<file path="src/rtl/qpu_exu_rf_wbck_arb_pkg.sv">
// rtl/qpu_exu_rf_wbck_arb_pkg.sv - shared defaults and write-record type for the regfile writeback arbiter
// Contents: default data/index widths, quantum-bank select bit, {idx, data} write record.
package qpu_exu_rf_wbck_arb_pkg;

    localparam int XLEN_DEF      = 32;
    localparam int IDXW_DEF      = 6;
    // Index MSB selects the quantum-classical bank.
    localparam int QBANK_BIT_DEF = IDXW_DEF - 1;

    typedef struct packed {
        logic [IDXW_DEF-1:0] idx;
        logic [XLEN_DEF-1:0] data;
    } wbck_rec_t;

endpackage

</file>
<file path="src/rtl/qpu_exu_rf_wbck_arb_if.sv">
// rtl/qpu_exu_rf_wbck_arb_if.sv - writeback request/response bundle for the regfile arbiter
// master: requesters and regfile side (drives requests, observes ports).
// slave : arbiter side (accepts requests, drives regfile write ports).
interface qpu_exu_rf_wbck_arb_if
    import qpu_exu_rf_wbck_arb_pkg::*;
#(
    parameter int XLEN = XLEN_DEF,
    parameter int IDXW = IDXW_DEF
);
    logic            alu_wbck_valid;
    logic            alu_wbck_ready;
    logic [IDXW-1:0] alu_wbck_idx;
    logic [XLEN-1:0] alu_wbck_data;

    logic            lng_wbck_valid;
    logic            lng_wbck_ready;
    logic [IDXW-1:0] lng_wbck_idx;
    logic [XLEN-1:0] lng_wbck_data;

    logic            cwbck_dest_wen;
    logic [IDXW-1:0] cwbck_dest_idx;
    logic [XLEN-1:0] cwbck_dest_data;

    logic            qcwbck_dest_wen;
    logic [IDXW-1:0] qcwbck_dest_idx;
    logic [XLEN-1:0] qcwbck_dest_data;

    logic            lng_pending;

    modport master (
        output alu_wbck_valid, alu_wbck_idx, alu_wbck_data,
        input  alu_wbck_ready,
        output lng_wbck_valid, lng_wbck_idx, lng_wbck_data,
        input  lng_wbck_ready,
        input  cwbck_dest_wen, cwbck_dest_idx, cwbck_dest_data,
        input  qcwbck_dest_wen, qcwbck_dest_idx, qcwbck_dest_data,
        input  lng_pending
    );

    modport slave (
        input  alu_wbck_valid, alu_wbck_idx, alu_wbck_data,
        output alu_wbck_ready,
        input  lng_wbck_valid, lng_wbck_idx, lng_wbck_data,
        output lng_wbck_ready,
        output cwbck_dest_wen, cwbck_dest_idx, cwbck_dest_data,
        output qcwbck_dest_wen, qcwbck_dest_idx, qcwbck_dest_data,
        output lng_pending
    );

endinterface

</file>
<file path="src/rtl/qpu_exu_rf_wbck_fifo.sv">
// rtl/qpu_exu_rf_wbck_fifo.sv - 2-deep long-pipe writeback record FIFO, no bypass
// Ports: clk, rst; push_i/push_data_i write side; pop_i/head_o read side;
// empty_o/full_o decoded from registered state only.
// Caller must never push when full nor pop when empty.
module qpu_exu_rf_wbck_fifo #(
    parameter int DW = 38
) (
    input  logic          clk,
    input  logic          rst,
    input  logic          push_i,
    input  logic [DW-1:0] push_data_i,
    input  logic          pop_i,
    output logic [DW-1:0] head_o,
    output logic          empty_o,
    output logic          full_o
);

    logic [DW-1:0] ent0_q;
    logic [DW-1:0] ent1_q;
    logic          wptr_q;
    logic          rptr_q;
    logic [1:0]    cnt_q;
    logic [1:0]    cnt_d;

    sirv_gnrl_dfflr #(.DW(DW)) u_ent0 (
        .lden (push_i & ~wptr_q),
        .dnxt (push_data_i),
        .qout (ent0_q),
        .clk  (clk),
        .rst  (rst)
    );

    sirv_gnrl_dfflr #(.DW(DW)) u_ent1 (
        .lden (push_i & wptr_q),
        .dnxt (push_data_i),
        .qout (ent1_q),
        .clk  (clk),
        .rst  (rst)
    );

    sirv_gnrl_dfflr #(.DW(1)) u_wptr (
        .lden (push_i),
        .dnxt (~wptr_q),
        .qout (wptr_q),
        .clk  (clk),
        .rst  (rst)
    );

    sirv_gnrl_dfflr #(.DW(1)) u_rptr (
        .lden (pop_i),
        .dnxt (~rptr_q),
        .qout (rptr_q),
        .clk  (clk),
        .rst  (rst)
    );

    // Simultaneous push and pop leaves the occupancy unchanged.
    assign cnt_d = push_i ? (cnt_q + 2'd1) : (cnt_q - 2'd1);

    sirv_gnrl_dfflr #(.DW(2)) u_cnt (
        .lden (push_i ^ pop_i),
        .dnxt (cnt_d),
        .qout (cnt_q),
        .clk  (clk),
        .rst  (rst)
    );

    assign head_o  = rptr_q ? ent1_q : ent0_q;
    assign empty_o = (cnt_q == 2'd0);
    assign full_o  = (cnt_q == 2'd2);

endmodule

</file>
<file path="src/rtl/sirv_gnrl_dfflr.sv">
// rtl/sirv_gnrl_dfflr.sv - load-enabled flop with asynchronous active-high reset to zero
// Ports: lden (load enable), dnxt (next value), qout (stored value), clk, rst.
module sirv_gnrl_dfflr #(
    parameter int DW = 32
) (
    input  logic          lden,
    input  logic [DW-1:0] dnxt,
    output logic [DW-1:0] qout,
    input  logic          clk,
    input  logic          rst
);

    logic [DW-1:0] q_q;

    always_ff @(posedge clk or posedge rst) begin
        if (rst) begin
            q_q <= '0;
        end else if (lden) begin
            q_q <= dnxt;
        end
    end

    assign qout = q_q;

endmodule

</file>
<file path="src/rtl/qpu_exu_rf_wbck_arb.sv">
// rtl/qpu_exu_rf_wbck_arb.sv - EXU regfile write-port arbiter between ALU and long pipe
// Ports: clk, rst (async, active-high); wbck (slave modport) carrying ALU and
// long-pipe requests, classical/quantum regfile write ports and lng_pending.
// Optional: QPU_RF_WBCK_STARVE_EN adds a starvation counter forcing the long
// pipe to win after STARVE_MAX consecutive ALU wins; otherwise strict ALU priority.
module qpu_exu_rf_wbck_arb
    import qpu_exu_rf_wbck_arb_pkg::*;
#(
    parameter int XLEN       = XLEN_DEF,
    parameter int IDXW       = IDXW_DEF,
    parameter int STARVE_MAX = 4
) (
    input  logic                     clk,
    input  logic                     rst,
    qpu_exu_rf_wbck_arb_if.slave     wbck
);

    localparam int RW = IDXW + XLEN;

    logic [RW-1:0]   push_rec;
    logic [RW-1:0]   head_rec;
    logic            fifo_push;
    logic            fifo_pop;
    logic            fifo_empty;
    logic            fifo_full;

    logic            force_lng;
    logic            grant_alu;
    logic            grant_lng;
    logic            grant;
    logic [IDXW-1:0] gnt_idx;
    logic [XLEN-1:0] gnt_data;
    logic            gnt_qbank;

    logic            cwen_d,  cwen_q;
    logic [IDXW-1:0] cidx_d,  cidx_q;
    logic [XLEN-1:0] cdata_d, cdata_q;
    logic            qwen_d,  qwen_q;
    logic [IDXW-1:0] qidx_d,  qidx_q;
    logic [XLEN-1:0] qdata_d, qdata_q;

    assign fifo_push = wbck.lng_wbck_valid & ~fifo_full;
    assign push_rec  = {wbck.lng_wbck_idx, wbck.lng_wbck_data};

    qpu_exu_rf_wbck_fifo #(.DW(RW)) u_fifo (
        .clk         (clk),
        .rst         (rst),
        .push_i      (fifo_push),
        .push_data_i (push_rec),
        .pop_i       (fifo_pop),
        .head_o      (head_rec),
        .empty_o     (fifo_empty),
        .full_o      (fifo_full)
    );

`ifdef QPU_RF_WBCK_STARVE_EN
    localparam int CW = $clog2(STARVE_MAX + 1);
    localparam logic [CW-1:0] CNT_MAX = CW'(STARVE_MAX);

    logic [CW-1:0] starve_cnt_q;
    logic [CW-1:0] starve_cnt_d;

    // Counter only reaches max while the FIFO holds the starved entry; the
    // empty qualifier just keeps a forced grant from ever popping nothing.
    assign force_lng = (starve_cnt_q == CNT_MAX) & ~fifo_empty;

    always_comb begin
        starve_cnt_d = starve_cnt_q;
        if (fifo_pop || fifo_empty) begin
            starve_cnt_d = '0;
        end else if (grant_alu && (starve_cnt_q != CNT_MAX)) begin
            starve_cnt_d = starve_cnt_q + 1'b1;
        end
    end

    always_ff @(posedge clk or posedge rst) begin
        if (rst) begin
            starve_cnt_q <= '0;
        end else begin
            starve_cnt_q <= starve_cnt_d;
        end
    end
`else
    assign force_lng = 1'b0;
`endif

    assign grant_alu = ~force_lng & wbck.alu_wbck_valid;
    assign grant_lng = force_lng | (~wbck.alu_wbck_valid & ~fifo_empty);
    assign grant     = grant_alu | grant_lng;
    assign fifo_pop  = grant_lng;

    assign gnt_idx   = grant_lng ? head_rec[RW-1:XLEN] : wbck.alu_wbck_idx;
    assign gnt_data  = grant_lng ? head_rec[XLEN-1:0]  : wbck.alu_wbck_data;
    assign gnt_qbank = gnt_idx[IDXW-1];

    // A classical write to idx 0 is consumed with no enable raised.
    always_comb begin
        cwen_d  = grant & ~gnt_qbank & (gnt_idx != '0);
        qwen_d  = grant & gnt_qbank;
        cidx_d  = cidx_q;
        cdata_d = cdata_q;
        qidx_d  = qidx_q;
        qdata_d = qdata_q;
        if (cwen_d) begin
            cidx_d  = gnt_idx;
            cdata_d = gnt_data;
        end
        if (qwen_d) begin
            qidx_d  = gnt_idx;
            qdata_d = gnt_data;
        end
    end

    always_ff @(posedge clk or posedge rst) begin
        if (rst) begin
            cwen_q  <= 1'b0;
            cidx_q  <= '0;
            cdata_q <= '0;
            qwen_q  <= 1'b0;
            qidx_q  <= '0;
            qdata_q <= '0;
        end else begin
            cwen_q  <= cwen_d;
            cidx_q  <= cidx_d;
            cdata_q <= cdata_d;
            qwen_q  <= qwen_d;
            qidx_q  <= qidx_d;
            qdata_q <= qdata_d;
        end
    end

    assign wbck.alu_wbck_ready   = ~force_lng;
    assign wbck.lng_wbck_ready   = ~fifo_full;
    assign wbck.lng_pending      = ~fifo_empty;
    assign wbck.cwbck_dest_wen   = cwen_q;
    assign wbck.cwbck_dest_idx   = cidx_q;
    assign wbck.cwbck_dest_data  = cdata_q;
    assign wbck.qcwbck_dest_wen  = qwen_q;
    assign wbck.qcwbck_dest_idx  = qidx_q;
    assign wbck.qcwbck_dest_data = qdata_q;

endmodule

</file>
<file path="src/flat_wrapper.sv">
// flat-port wrapper written by rule: the top's interface ports become plain ports
module qpu_exu_rf_wbck_arb_flat import qpu_exu_rf_wbck_arb_pkg::*;
#(
    parameter int XLEN       = XLEN_DEF,
    parameter int IDXW       = IDXW_DEF,
    parameter int STARVE_MAX = 4
)
  (clk, rst, wbck_alu_wbck_valid, wbck_alu_wbck_idx, wbck_alu_wbck_data, wbck_alu_wbck_ready, wbck_lng_wbck_valid, wbck_lng_wbck_idx, wbck_lng_wbck_data, wbck_lng_wbck_ready, wbck_cwbck_dest_wen, wbck_cwbck_dest_idx, wbck_cwbck_dest_data, wbck_qcwbck_dest_wen, wbck_qcwbck_dest_idx, wbck_qcwbck_dest_data, wbck_lng_pending);
  qpu_exu_rf_wbck_arb_if #(.XLEN(XLEN), .IDXW(IDXW)) wbck_i ();
  input  logic clk;
  input  logic rst;
  input wire logic [$bits(wbck_i.alu_wbck_valid)-1:0] wbck_alu_wbck_valid;
  input wire logic [$bits(wbck_i.alu_wbck_idx)-1:0] wbck_alu_wbck_idx;
  input wire logic [$bits(wbck_i.alu_wbck_data)-1:0] wbck_alu_wbck_data;
  output wire logic [$bits(wbck_i.alu_wbck_ready)-1:0] wbck_alu_wbck_ready;
  input wire logic [$bits(wbck_i.lng_wbck_valid)-1:0] wbck_lng_wbck_valid;
  input wire logic [$bits(wbck_i.lng_wbck_idx)-1:0] wbck_lng_wbck_idx;
  input wire logic [$bits(wbck_i.lng_wbck_data)-1:0] wbck_lng_wbck_data;
  output wire logic [$bits(wbck_i.lng_wbck_ready)-1:0] wbck_lng_wbck_ready;
  output wire logic [$bits(wbck_i.cwbck_dest_wen)-1:0] wbck_cwbck_dest_wen;
  output wire logic [$bits(wbck_i.cwbck_dest_idx)-1:0] wbck_cwbck_dest_idx;
  output wire logic [$bits(wbck_i.cwbck_dest_data)-1:0] wbck_cwbck_dest_data;
  output wire logic [$bits(wbck_i.qcwbck_dest_wen)-1:0] wbck_qcwbck_dest_wen;
  output wire logic [$bits(wbck_i.qcwbck_dest_idx)-1:0] wbck_qcwbck_dest_idx;
  output wire logic [$bits(wbck_i.qcwbck_dest_data)-1:0] wbck_qcwbck_dest_data;
  output wire logic [$bits(wbck_i.lng_pending)-1:0] wbck_lng_pending;
  assign wbck_i.alu_wbck_valid = wbck_alu_wbck_valid;
  assign wbck_i.alu_wbck_idx = wbck_alu_wbck_idx;
  assign wbck_i.alu_wbck_data = wbck_alu_wbck_data;
  assign wbck_alu_wbck_ready = wbck_i.alu_wbck_ready;
  assign wbck_i.lng_wbck_valid = wbck_lng_wbck_valid;
  assign wbck_i.lng_wbck_idx = wbck_lng_wbck_idx;
  assign wbck_i.lng_wbck_data = wbck_lng_wbck_data;
  assign wbck_lng_wbck_ready = wbck_i.lng_wbck_ready;
  assign wbck_cwbck_dest_wen = wbck_i.cwbck_dest_wen;
  assign wbck_cwbck_dest_idx = wbck_i.cwbck_dest_idx;
  assign wbck_cwbck_dest_data = wbck_i.cwbck_dest_data;
  assign wbck_qcwbck_dest_wen = wbck_i.qcwbck_dest_wen;
  assign wbck_qcwbck_dest_idx = wbck_i.qcwbck_dest_idx;
  assign wbck_qcwbck_dest_data = wbck_i.qcwbck_dest_data;
  assign wbck_lng_pending = wbck_i.lng_pending;
  qpu_exu_rf_wbck_arb #(.XLEN(XLEN), .IDXW(IDXW), .STARVE_MAX(STARVE_MAX)) u_core (.clk(clk), .rst(rst), .wbck(wbck_i));
endmodule
</file>
<file path="config.mk">
export PLATFORM = sky130hd
export DESIGN_NAME = qpu_exu_rf_wbck_arb_flat
export DESIGN_NICKNAME = d
export VERILOG_FILES = /design/src/rtl/qpu_exu_rf_wbck_arb_pkg.sv /design/src/rtl/qpu_exu_rf_wbck_arb_if.sv /design/src/rtl/qpu_exu_rf_wbck_fifo.sv /design/src/rtl/sirv_gnrl_dfflr.sv /design/src/rtl/qpu_exu_rf_wbck_arb.sv /design/src/flat_wrapper.sv
export SDC_FILE = /design/constraint.sdc
export NUM_CORES = 1
export LEC_CHECK = 0
export CAP_MARGIN = 30
export CORE_MARGIN = 8
export CORE_UTILIZATION = 54
export CTS_CLUSTER_SIZE = 16
export DETAILED_ROUTE_END_ITERATION = 10
export PLACE_DENSITY_LB_ADDON = 0.1
export SLEW_MARGIN = 20
export SYNTH_ARGS = -nofsm -noshare
export SYNTH_HDL_FRONTEND = slang
export SYNTH_SLANG_ARGS = --single-unit
</file>
<file path="constraint.sdc">
create_clock -name clk -period 9.75 [get_ports clk]
set_clock_uncertainty 0.1 [all_clocks]
set_input_delay 0.975 -clock clk [delete_from_list [all_inputs] [get_ports clk]]
set_output_delay 0.975 -clock clk [all_outputs]
set_load 0.005 [all_outputs]
</file>
==> results.yml <==
setup_path:
  path_delay_family: "buffers and inverters"
  max_stage_delay_ns: 0.60
  end_kind: "flop"
  path_max_fanout: 76
  required_ns: 9.91
  timing.rr.end: "u_core.wbck.cwbck_dest_data[15]"
  worstSetupStartpointType: "primary input"
  cp-endpoint: "u_core.wbck.qcwbck_dest_data[11]"
  r2r_cells: 5
  cp.buffers_inverters: 3
  worstPathArrival_ns: 3.50
  timing.critical_path.mode_cell: "buf_4"
  slowest_stage: "clkdlybuf4s50_1"
  crit_cells: 6
  path_class: "in2reg"
  cp_cell_sequence: "clkdlybuf4s50_1 -> o21bai_4 -> buf_4 -> a2bb2oi_4 -> buf_4 -> o21ai_0"
  r2r-start: "u_core.u_fifo.u_rptr.qout"
  regToRegSetupSlack_ns: 6.74
  cp-startpoint: "wbck_alu_wbck_valid"
floorplanning:
  start_util_pct: 54.4
  io_pins: 161
  coreArea_sq_um: 12400
  die_h_um: 128
  die_w_um: 128
  row_count: 41
  dieArea_sq_um: 16300
cts:
  numCtsBuffers: 17
  clkLatencyLatePin_ns: 0.42
  cts_max_path_buffers: 2
  tritoncts: "yes"
  clkTransAtPathRegs_ns: 0.06
  cts_htree_levels: 4
  post-cts-setup-buffers: 0
  cts_resized: 0
  cts-root-buf: "clkbuf_16"
  hold_buffers: 0
  clock-sinks: 158
cells_and_area:
  fin_area_sq_um: 9150
  layout.cells.non_filler: 905
  diodes: 0
  drive_gt1_share_pct: 15.4
  num-fill-cells: 919
  syn2layout_area_growth_pct: 35.5
  fin_nets: 800
pwr:
  peakVddDrop_mv: 0.181
  p_per_area_nw_per_um2: 318
  leakage_uw: 0.00409
place:
  dpl_worst_slack_ns: 5.97
  dpl_cell_area_sq_um: 8530
  numPlacedInstances: 872
  gp_congestion: 0.781
  io_buffers: 159
  place_hpwl_um: 11200
global_route:
  track_usage_pct: 20.4
  grt_pass1_wl_um: 26200
  grt_max_degree: 84
  grt_overflow: 0
  antenna_found_initial: 0
  grt_pass1_vias: 5156
run:
  maxCapViolCount: 0
timing:
  worst_slew_pin_slew_ns: 0.827
  finalCritPeriodShare_pct: 34.3
  maxSlewViolCount: 0
  rsz0062_at_grt: "false"
  finalSetupViolations: 0
  finalHoldViolCount: 0
  period_needed_ns: 3.34
  fmax_mhz: 299
  setup_tns_ns: 0
  finalWorstSetupSlack_ns: 6.41
  slew_headroom_pct: 44.7
synthesis:
  synth_seq_cells: 158
  yosys.cell_count.top_type: "dfrtp_1"
  syn-num-nets: 647
  synth_edf_count: 0
  synth_cell_types: 31
  netlist_top_cells_area: "dfrtp_1 (59%), mux2_2 (11%), mux2i_1 (11%)"
  syn_inst: 567
  ys_async_sr_fraction_pct: 100
  yosysTopAreaCell: "dfrtp_1"
  syn-cell-area_sq_um: 6750
  synth_top_cell_area_share_pct: 58.6
  netlist_top_cells_count: "dfrtp_1 (158), mux2i_1 (75), mux2_2 (67)"
  ys.flop_type: "dfrtp_1"
  yosysWarnings: 0
  seq_area_frac_synth_pct: 58.6
  avgSynthCellArea_sq_um: 11.9
detailed_routing:
  drt_wl_total_um: 15900
  drcViolationCount: 0
  ant_nets: 0
  wire_per_inst_um: 17.5
  vias: 4713
  drt-pass1-iter-count: 4
  vias_per_cell: 5.21
  drt_iter0_drc: 243
outcome:
  outcome: "finished clean"
min_path:
  min_path_type: "reg2reg"
-- worst min-delay path by stage --
stage / start / to / slack [ns] / cells past startpoint
floorplan: u_core.u_fifo.u_wptr.qout / u_core.u_fifo.u_wptr.qout / 0.36 / 2
global placement: u_core.wbck.qcwbck_dest_idx[5] / u_core.wbck.qcwbck_dest_idx[5] / 0.36 / 1
detailed placement: u_core.wbck.qcwbck_dest_idx[5] / u_core.wbck.qcwbck_dest_idx[5] / 0.36 / 1
CTS: u_core.wbck.qcwbck_dest_idx[5] / u_core.wbck.qcwbck_dest_idx[5] / 0.37 / 1
global route: u_core.wbck.qcwbck_dest_idx[5] / u_core.wbck.qcwbck_dest_idx[5] / 0.40 / 1
finish: u_core.wbck.qcwbck_dest_idx[5] / u_core.wbck.qcwbck_dest_idx[5] / 0.38 / 1
-- per-layer routing --
metal | global-route usage [%] | wire [um] | vias up
met3 | 5.91 | 857 | 24
met1 | 22.8 | 6540 | 2346
met4 | 8.04 | 303 | 0
met5 | 0 | 0 | -
met2 | 36.0 | 8170 | 109
li1 | - | - | 2234
-- per-stage QoR --
step / util [%] / power (uW) / hold WS, ns
floorplan: - / 1740 / 0.359
global placement: 68.3 / 2210 / 0.355
global route: 73.7 / 3090 / 0.403
CTS: 73.5 / 2940 / 0.374
finish: 73.7 / 2910 / 0.377
detailed placement: 68.7 / 2280 / 0.359
-- worst register-to-register path, delay by kind of cell, from the launching register on --
family                 cells  cell delay [ns]
muxes                      1             0.25
buffers and inverters      2             1.05
DFF                        1             0.62
AOI/OAI and AO/OA          1             0.70
and+or+nand+nor            1             0.21
-- where the power goes --
group	switching (uW)	leakage [uW]	internal, uW
Clock	239	0.000288	410
Sequential	192	0.00189	978
Combinational	451	0.00191	635
-- logic make-up after synthesis --
| logic type | share of synthesized area, % |
|---|---|
| simple gates | 5.73 |
| other cells | 0.0555 |
| xor+xnor | 0.130 |
| mux | 23.8 |
| buf+inv | 4.80 |
| flops | 58.6 |
| compound gates | 6.95 |
-- registers in the layout, indices dropped and copies added, names as in the netlist, 2 cells and up --
name                          flops
u_core.u_fifo.u_ent0.qout        38
u_core.u_fifo.u_ent1.qout        38
u_core.wbck.cwbck_dest_data      32
u_core.wbck.qcwbck_dest_data     32
u_core.wbck.cwbck_dest_idx        6
u_core.wbck.qcwbck_dest_idx       6
u_core.u_fifo.u_cnt.qout          2
-- cells in the final DEF, fill, tap and decap left out, drive strengths merged, types with 2 or more instances in the layout --
cell,n
inv,42
clkbuf,27
nand2,41
clkinv,2
or2,2
mux2,76
clkdlybuf4s50,159
nor2b,2
mux2i,75
buf,8
bufinv,2
nor2,39
nand2b,2
dfrtp,158
or4,3
a21oi,40
nand3,2
o21ai,41
-- area by class of cell --
class,count,area [sq um],share of cell area [%]
Sequential cell,158,3960,43.2
Multi-Input combinational cell,334,2520,27.5
Timing Repair Buffer,167,1700,18.6
Clock buffer,27,513,5.61
Tap cell,172,215,2.35
Inverter,42,163,1.78
Clock inverter,5,77.6,0.848
No activity file was read; power rests on OpenSTA's default activity.
